[src/rtl/led_fade_pkg.sv]
// led_fade_pkg: shared types and constants for the LED fade/PWM output slot.
package led_fade_pkg;
  typedef enum logic [1:0] {OFF, RISE, ON, FALL} fade_state_t;
  localparam logic [4:0] CFG_BASE  = 5'd0;
  localparam logic [4:0] CTRL_ADDR = 5'd8;
  localparam logic [4:0] LVL_BASE  = 5'd16;
  localparam int LVL_BITS = 8;
endpackage

[src/rtl/led_fade_chan.sv]
// led_fade_chan: one channel's rise/hold/fall ramp FSM with step counter and level.
// Ports: clk, reset (async, active-high), tick (1 ms pulse), blink_in (raw on/off),
//        max_lvl (ramp ceiling), step_ms (ticks per level step), level (current level).
module led_fade_chan
  import led_fade_pkg::*;
(
  input  logic                clk,
  input  logic                reset,
  input  logic                tick,
  input  logic                blink_in,
  input  logic [7:0]          max_lvl,
  input  logic [7:0]          step_ms,
  output logic [LVL_BITS-1:0] level
);
  fade_state_t state_q, state_d;
  logic [LVL_BITS-1:0] level_q, level_d;
  logic [7:0] cnt_q, cnt_d;
  logic step0, step;
  assign step0 = step_ms == 8'd0;
  assign step  = tick && !step0 && (cnt_q == step_ms - 8'd1);
  assign level = level_q;
  always_comb begin
    state_d = state_q;
    level_d = level_q;
    unique case (state_q)
      OFF: begin
        level_d = step0 && blink_in ? max_lvl : '0;
        if (blink_in) state_d = step0 ? ON : RISE;
      end
      RISE:
        if (!blink_in) state_d = FALL;
        else if (step0 || level_q >= max_lvl) begin
          // Also catches max_lvl being lowered below the current level.
          state_d = ON;
          level_d = max_lvl;
        end else if (step) begin
          level_d = level_q + 1'b1;
          if (level_q + 1'b1 == max_lvl) state_d = ON;
        end
      ON:
        if (!blink_in) begin
          state_d = step0 ? OFF : FALL;
          level_d = step0 ? '0 : level_q;
        end else level_d = max_lvl;
      FALL:
        if (blink_in) state_d = RISE;
        else if (step0 || level_q == '0) begin
          state_d = OFF;
          level_d = '0;
        end else if (step) begin
          level_d = level_q - 1'b1;
          if (level_q == 8'd1) state_d = OFF;
        end
    endcase
    cnt_d = (state_d != state_q || step) ? '0 :
            (tick && (state_q == RISE || state_q == FALL)) ? cnt_q + 1'b1 : cnt_q;
  end
  always_ff @(posedge clk or posedge reset)
    if (reset) begin
      state_q <= OFF;
      level_q <= '0;
      cnt_q   <= '0;
    end else begin
      state_q <= state_d;
      level_q <= level_d;
      cnt_q   <= cnt_d;
    end
endmodule

[src/rtl/led_fade_pwm.sv]
// led_fade_pwm: MMIO slot turning raw blink bits into faded, brightness-limited PWM LED drive.
// Ports: clk, reset (async, active-high); slot bus cs/read/write/addr/wr_data/rd_data;
//        blink_in (raw blink bits), led_pwm (registered LED drive).
// Define LED_FADE_GAMMA_EN to square the level into the duty cycle (gamma correction).
module led_fade_pwm
  import led_fade_pkg::*;
#(
  parameter int W           = 4,
  parameter int CLK_FREQ_HZ = 100_000_000
) (
  input  logic         clk,
  input  logic         reset,
  input  logic         cs,
  input  logic         read,
  input  logic         write,
  input  logic [4:0]   addr,
  input  logic [31:0]  wr_data,
  output logic [31:0]  rd_data,
  input  logic [W-1:0] blink_in,
  output logic [W-1:0] led_pwm
);
  localparam int TICK_N = CLK_FREQ_HZ / 1000;
  localparam int PW     = TICK_N > 1 ? $clog2(TICK_N) : 1;
  logic [PW-1:0] presc_q, presc_d;
  logic [15:0] cfg_q [W];
  logic [15:0] cfg_d [W];
  logic [1:0] ctrl_q, ctrl_d;
  logic [7:0] pwm_cnt_q;
  logic [W-1:0] blink_q, led_q, led_d, raw;
  logic [LVL_BITS-1:0] level [W];
  logic tick, wr, unused_ok;
  assign unused_ok = ^{read, wr_data[31:16]};
  assign wr      = cs && write;
  assign tick    = presc_q == PW'(TICK_N - 1);
  assign presc_d = tick ? '0 : presc_q + 1'b1;
  assign led_d   = (ctrl_q[0] ? raw : blink_q) ^ {W{ctrl_q[1]}};
  assign led_pwm = led_q;
  always_comb begin
    ctrl_d = (wr && addr == CTRL_ADDR) ? wr_data[1:0] : ctrl_q;
    for (int i = 0; i < W; i++)
      cfg_d[i] = (wr && addr == CFG_BASE + 5'(i)) ? wr_data[15:0] : cfg_q[i];
  end
  always_comb begin
    rd_data = addr == CTRL_ADDR ? {30'b0, ctrl_q} : '0;
    for (int i = 0; i < W; i++) begin
      if (addr == CFG_BASE + 5'(i)) rd_data = {16'b0, cfg_q[i]};
      if (addr == LVL_BASE + 5'(i)) rd_data = {{(32-LVL_BITS){1'b0}}, level[i]};
    end
  end
  for (genvar g = 0; g < W; g++) begin : g_ch
    logic [7:0] duty;
    led_fade_chan u_chan (
      .clk      (clk),
      .reset    (reset),
      .tick     (tick),
      .blink_in (blink_q[g]),
      .max_lvl  (cfg_q[g][7:0]),
      .step_ms  (cfg_q[g][15:8]),
      .level    (level[g])
    );
`ifdef LED_FADE_GAMMA_EN
    logic [15:0] sq;
    assign sq   = level[g] * level[g];
    assign duty = sq[15:8];
`else
    assign duty = level[g];
`endif
    assign raw[g] = pwm_cnt_q < duty;
  end
  always_ff @(posedge clk or posedge reset)
    if (reset) begin
      presc_q   <= '0;
      ctrl_q    <= '0;
      pwm_cnt_q <= '0;
      blink_q   <= '0;
      led_q     <= '0;
      for (int i = 0; i < W; i++) cfg_q[i] <= '0;
    end else begin
      presc_q   <= presc_d;
      ctrl_q    <= ctrl_d;
      pwm_cnt_q <= pwm_cnt_q + 1'b1;
      blink_q   <= blink_in;
      led_q     <= led_d;
      for (int i = 0; i < W; i++) cfg_q[i] <= cfg_d[i];
    end
endmodule
[config.mk]
export PLATFORM = sky130hd
export DESIGN_NAME = led_fade_pwm
export DESIGN_NICKNAME = d
export VERILOG_FILES = /design/src/rtl/led_fade_pkg.sv /design/src/rtl/led_fade_chan.sv /design/src/rtl/led_fade_pwm.sv
export SDC_FILE = /design/constraint.sdc
export NUM_CORES = 1
export LEC_CHECK = 0
export ABC_AREA = 1
export BUFFER_PORTS_ARGS = -buffer_cell sky130_fd_sc_hd__buf_2
export CAP_MARGIN = 20
export CORE_ASPECT_RATIO = 0.7
export CORE_MARGIN = 5
export CORE_UTILIZATION = 63
export DETAILED_ROUTE_END_ITERATION = 8
export PLACE_DENSITY = 0.82
export SLEW_MARGIN = 20
export SYNTH_ARGS = -nofsm -noshare
export SYNTH_HDL_FRONTEND = slang
export SYNTH_SLANG_ARGS = --single-unit
[constraint.sdc]
create_clock -name clk -period 7.3 [get_ports clk]
set_clock_uncertainty 0.05 [all_clocks]
set_input_delay 0.73 -clock clk [delete_from_list [all_inputs] [get_ports clk]]
set_output_delay 0.73 -clock clk [all_outputs]
set_load 0.01 [all_outputs]
==> results of run 1 <==
-- final cells by class --
type                            instances  share of cell area [%]
Inverter                              252                    6.68
Clock inverter                         14                    1.44
Sequential cell                       171                    30.1
Timing Repair Buffer                   51                    1.99
Tap cell                              276                    2.43
Multi-Input combinational cell       1382                    54.3
Clock buffer                           18                    3.08
-- power by group through the flow --
stage	clock [mW]	sequential, mW	combinational (mW)
2_1_floorplan	0	1.26	1.86
3_3_place_gp	0	1.36	2.24
3_5_place_dp	0	1.37	2.31
4_1_cts	1.03	1.35	2.33
5_1_grt	1.06	1.38	2.68
6_report	1.03	1.36	2.40
-- worst max-delay path by stage --
stage,startpoint,endpoint,slack [ns],depth (start not counted)
after global placement,addr[3],rd_data[13],3.89,9
after CTS,addr[3],rd_data[13],3.81,9
after detailed placement,addr[3],rd_data[13],3.81,9
after floorplan,reset,blink_q[0]$_DFF_PP0_,1.89,1
final,addr[3],rd_data[0],3.75,11
after global routing,addr[3],rd_data[0],3.61,11
-- worst max-delay path, cell delays in order --
cell and delay [ns]:
buf_2 0.11, nor2_1 0.19, inv_1 0.12, nor3_1 0.21, nand2_1 0.22, inv_1 0.43, a21oi_1 0.14, o21ai_0 0.15
a221oi_1 0.12, o221ai_1 0.14, buf_2 0.19
-- metal layers --
metal  up-vias  wire (um)
li1       6159          -
met1      6016      17400
met2       760      17000
met3        99       4860
met4         0       1110
met5         -          0
-- synth_stat cells, types with 4 or more instances --
cell type / count
nor2_2: 18
nand2_2: 8
o211ai_1: 8
inv_1: 235
a22oi_1: 6
o21ai_1: 10
a21boi_0: 5
a221oi_1: 6
nand3_2: 10
ha_1: 82
clkbuf_1: 17
o221ai_1: 18
buf_4: 20
dfrtp_1: 171
nand4_1: 36
nand2_1: 363
o22ai_1: 14
buf_2: 10
o21ai_0: 176
a21oi_1: 102
inv_2: 15
mux2i_1: 4
nor4_1: 4
a31oi_1: 8
xor2_1: 77
nor2_1: 183
nor3_1: 53
xnor2_1: 27
nor2_4: 8
nand3_1: 112
-- stage by stage --
stage | util, % | cells | hold slack (ns)
after floorplan | - | 1855 | 0.383
after global placement | 65.7 | 2131 | 0.402
after detailed placement | 65.7 | 2131 | 0.407
after CTS | 68.8 | 2163 | 0.330
after global routing | 69.0 | 2164 | 0.331
final | 69.0 | 2164 | 0.334
-- kinds of logic (layout without fill, tap and decap cells) --
group	after synthesis	after routing	synth area share, %
simple gates	806	806	27.2
compound gates	369	369	15.8
buf+inv	302	335	9.33
flops	171	171	32.4
xor+xnor	105	105	7.09
fa+ha+maj	82	82	7.78
mux	4	4	0.304
other cells	1	16	0.0284
-- sequential cells by signal, summed over array words and instances (netlist names) --
register	flops
cfg_q	64
g_ch.u_chan.cnt_q	32
g_ch.u_chan.level	32
presc_q	17
g_ch.u_chan.state_q	8
pwm_cnt_q	8
blink_q	4
led_pwm	4
ctrl_q	2
==> flow_summary.yaml, run 1 <==
run_status:
  status: "complete, no violations"
grt:
  gr-total-overflow: 0
  top_usage_layer: "met2"
  antenna_found_initial: 0
  grtUsageMet2_pct: 50.1
  grt_first_pass_wirelength_mm: 64.2
  grt_usage_pct: 33.8
  grt_util_met1_pct: 49.5
  grt.met3_usage_pct: 7.86
  grt_start_max_net_pins: 98
  grt_pass1_vias: 12000
clocking:
  cts_max_level: 4
  cts.clk_slew.worst_paths_ns: 0.07
  cts_buffers: 17
  holdBufCountCts: 0
  cts_num_sinks: 171
  cts_buffer_depth: 2
  post_cts_buffers: 0
  tritoncts: "done"
  cts_resized: 0
  root_buffer: "clkbuf_16"
  clock_latency_ns: 0.45
power:
  power_per_cell_area_mw_per_mm2: 337
  design_power_total_mw: 4.79
  comb_power_share_pct: 50.2
  p_leak_nw: 6.76
  switchingPower_mw: 2.33
  swShare_pct: 48.5
  p_int_mw: 2.47
  seq_power_share_pct: 28.5
  p_clk_share_pct: 21.4
  vdd.ir_drop.worst_mv: 0.238
drt:
  drt_wl_total_mm: 40.3
  wl_per_cell_um: 18.6
  vias: 13000
  vias_per_cell: 6.02
  drc: 0
  ant_nets: 0
  first_iter_violations: 1523
  drt_pre_antenna_iters: 6
cells_and_area:
  fillers: 1771
  finish.instance_area_sq_mm: 0.0142
  nets: 2003
  multiInputGateArea_sq_mm: 0.00773
  diodes: 0
  layout_commonest_cell: "nand2_1"
  syn_to_final_growth_pct: 7.96
  final_layout_size_suffix_gt1_share_pct: 8.42
  mostFrequentLayoutCells: "nand2_1 (363), inv_1 (234), nor2_1 (183), o21ai_0 (176), dfrtp_1 (171)"
  seqCellArea_sq_mm: 0.00428
timing:
  setup_tns_ns: 0
  drv_slew: 0
  min_period_ns: 3.55
  setup_viol: 0
  hold_viol_final: 0
  relSlewSlack_pct: 29.4
  fmax_mhz: 281
  tightestPinTransition_ns: 1.06
  finalCritPeriodShare_pct: 48.7
  rsz0062_at_grt: "no"
  worst_slack_ns: 3.75
synthesis:
  syn-cell-area_sq_mm: 0.0132
  ys_seq_area_share_pct: 32.4
  netlist_instances: 1840
  synth_top_cell_by_area: "dfrtp_1"
  synth_edf_count: 0
  avgSynthCellArea_sq_um: 7.17
  synthArstFlopShare_pct: 100
  ys.flop_type: "dfrtp_1"
  ys_seq_elements: 171
  yosysUniqueCellTypes: 54
  yosysWarningCount: 0
  synthDominantCellAreaShare_pct: 32.4
  synthTopCellsByArea: "dfrtp_1 (32%), nand2_1 (10%), ha_1 (7.8%)"
min_path:
  min_to: "blink_q[3]$_DFF_PP0_"
  hold_class: "input port to flip-flop"
  hold_start: "blink_in[3]"
  min_path_cells: 1
worst_setup_path:
  r2r_cells: 13
  cp_data_arrival_time_ns: 2.77
  r2r_slack_ns: 3.81
  critPathKind: "input port to output port"
  cp-end-kind: "output port"
  cp-start-kind: "input port"
  worstPathRequired_ns: 6.52
  rr_endpoint: "g_ch[1].u_chan.level[7]$_DFFE_PP0P_"
  r2r-start: "cfg_q[35]$_DFFE_PP0P_"
  worstPathMaxFanout: 13
floorplan:
  core_sq_mm: 0.0206
  dieArea_sq_mm: 0.0240
  die_h_um: 131
  initial_core_util_pct: 63.9
  boundaryPins: 82
  core.rowCount: 44
  fp.dieW_um: 183
place:
  dpl_cell_area_sq_mm: 0.0136
  pre_cts_slack_ns: 3.81
  dp_hpwl_mm: 30.1
  place.gp.congestion: 0.989
  port_buffers: 48
run:
  drv_cap: 0
No activity file was read; power rests on OpenSTA's default activity.
==> inputs of run 2 (changes only) <==
--- a/config.mk
+++ b/config.mk
@@ -10,9 +10,9 @@
 export CAP_MARGIN = 20
 export CORE_ASPECT_RATIO = 0.7
 export CORE_MARGIN = 5
-export CORE_UTILIZATION = 63
+export CORE_UTILIZATION = 57
 export DETAILED_ROUTE_END_ITERATION = 8
-export PLACE_DENSITY = 0.82
+export PLACE_DENSITY = 0.79
 export SLEW_MARGIN = 20
 export SYNTH_ARGS = -nofsm -noshare
 export SYNTH_HDL_FRONTEND = slang
==> constraint.sdc (replaced) <==
create_clock -name clk -period 3.1 [get_ports clk]
set_clock_uncertainty 0.05 [all_clocks]
set_input_delay 0.31 -clock clk [delete_from_list [all_inputs] [get_ports clk]]
set_output_delay 0.31 -clock clk [all_outputs]
set_load 0.01 [all_outputs]
==> run 2 against run 1 <==
Clock-buffer cell count is the same. First-iteration DRC count fell by 12%. Worst hold slack lost 0.18 ns. Global-route usage shrank 3.0 points. Final cell count is 3.3% higher. Sequential cell count unchanged. Non-clock buffer count grew 35. Sequential share of layout area fell by 0.58 points. Die area rose by 9.8%.
==> flow_summary.yaml, run 2 (synthesis results as in run 1) <==
drt:
  vias: 13100
  drt_wl_total_mm: 40.2
  ant_nets: 0
  drc: 0
  drt_pre_antenna_iters: 9
  vias_per_cell: 5.87
  wl_per_cell_um: 18.0
  first_iter_violations: 1338
floorplan:
  boundaryPins: 82
  die_h_um: 137
  core_sq_mm: 0.0227
  initial_core_util_pct: 58.0
  core.rowCount: 46
  dieArea_sq_mm: 0.0263
  fp.dieW_um: 192
clocking:
  cts_num_sinks: 171
  cts.clk_slew.worst_paths_ns: 0.07
  cts_buffers: 17
  tritoncts: "done"
  post_cts_buffers: 0
  clock_latency_ns: 0.45
  cts_max_level: 4
  cts_buffer_depth: 2
  root_buffer: "clkbuf_16"
place:
  dp.cells: 2198
  dp_hpwl_mm: 30.5
  place.gp.congestion: 0.994
  port_buffers: 48
  pre_cts_slack_ns: 0.336
worst_setup_path:
  crit_family: "compound AO/OA/AOI/OAI gates"
  critPathKind: "flip-flop to output port"
  worstPathCellList: "nand2_1 > o211ai_1 > a21oi_1 > o21ai_0 > a221oi_1 > o221ai_1 > buf_2"
  crit_cells: 7
  worstPathRequired_ns: 2.74
  path_buf_inv: 1
  cp-start-kind: "flip-flop"
  rr_endpoint: "g_ch[2].u_chan.level[7]$_DFFE_PP0P_"
  r2r_cells: 13
  cp-end-kind: "output port"
  r2r_slack_ns: 0.29
  worstPathMaxFanout: 10
  r2r-start: "cfg_q[24]$_DFFE_PP0P_"
  slowest_stage: "dfrtp_1"
  slowest_delay_ns: 0.54
  cp_data_arrival_time_ns: 2.49
cells_and_area:
  regMostFlops: "cfg_q"
  mostFrequentLayoutCells: "nand2_1 (363), inv_1 (234), nor2_1 (183), o21ai_0 (176), dfrtp_1 (171)"
  syn_to_final_growth_pct: 10.1
  nets: 2038
  largest_reg_flops: 64
  final_layout_size_suffix_gt1_share_pct: 9.78
  layout_commonest_cell: "nand2_1"
  stdcell_count: 2235
  diodes: 0
min_path:
  hold_start: "wr_data[9]"
  min_to: "cfg_q[9]$_DFFE_PP0P_"
  hold_class: "input port to flip-flop"
  min_path_cells: 3
timing:
  tightestPinTransition_ns: 0.925
  relSlewSlack_pct: 38.2
  min_period_ns: 2.85
  setup_tns_ns: 0
  setup_viol: 0
  fmax_mhz: 351
  rsz0062_at_grt: "no"
  finalCritPeriodShare_pct: 91.8
  hold_viol_final: 0
  drv_slew: 0
  worst_slack_ns: 0.253
power:
  power_per_cell_area_mw_per_mm2: 775
  p_leak_nw: 6.90
  design_power_total_mw: 11.3
  vdd.ir_drop.worst_mv: 0.611
grt:
  grt_pass1_vias: 11900
  gr-total-overflow: 0
  grt_start_max_net_pins: 105
  grt_usage_pct: 30.8
  grt_first_pass_wirelength_mm: 63.5
  antenna_found_initial: 1
run_status:
  status: "complete, no violations"
run:
  drv_cap: 0
run 2: final cells by class:
| class | count | area, sq um |
|---|---|---|
| Fill cell | 2057 | 8220 |
| Multi-Input combinational cell | 1382 | 7730 |
| Sequential cell | 171 | 4280 |
| Inverter | 252 | 950 |
| Timing Repair Buffer | 86 | 563 |
| Clock buffer | 18 | 429 |
| Tap cell | 312 | 390 |
| Clock inverter | 14 | 169 |
run 2: worst max-delay path by stage:
stage,start,end
final,ctrl_q[0]$_DFFE_PP0P_,rd_data[0]
after global routing,cfg_q[24]$_DFFE_PP0P_,g_ch[2].u_chan.level[7]$_DFFE_PP0P_
after CTS,cfg_q[24]$_DFFE_PP0P_,g_ch[2].u_chan.level[7]$_DFFE_PP0P_
after detailed placement,cfg_q[24]$_DFFE_PP0P_,g_ch[2].u_chan.level[7]$_DFFE_PP0P_
after global placement,cfg_q[56]$_DFFE_PP0P_,g_ch[0].u_chan.level[6]$_DFFE_PP0P_
after floorplan,reset,blink_q[0]$_DFF_PP0_
run 2: where the power goes:
group | total (mW) | internal, mW | switching, mW
combinational | 5.84 | 1.97 | 3.87
sequential | 3.15 | 2.60 | 0.545
clock | 2.26 | 1.27 | 0.989
run 2: per-stage QoR:
| step | cell area [sq um] | hold slack [ns] | util, % |
|---|---|---|---|
| 3_3_place_gp | 13900 | 0.369 | 61.0 |
| 5_1_grt | 14500 | 0.181 | 63.8 |
| 6_report | 14500 | 0.154 | 63.8 |
| 3_5_place_dp | 13900 | 0.371 | 61.0 |
| 4_1_cts | 14500 | 0.170 | 63.8 |
| 2_1_floorplan | 13200 | 0.291 | - |
run 2: repair_timing:
| item | 4_1_cts | 5_1_grt |
|---|---|---|
| endpoints found under the setup margin | 0 | 0 |
| endpoints found under the hold margin | 71 | 0 |
| hold buffers | 5 | 0 |
| resized for setup | 0 | 0 |
run 2: tightest hold or removal path: stages:
cell	delay, ns
buf_2	0.07
inv_1	0.08
o21ai_0	0.16
run 2: routing by layer:
metal | up-vias | global-route usage (%) | wire [um]
li1 | 6228 | - | -
met1 | 6132 | 45.4 | 18000
met2 | 679 | 44.9 | 17000
met3 | 86 | 7.35 | 4220
met4 | 0 | 9.69 | 962
met5 | - | 0 | 0
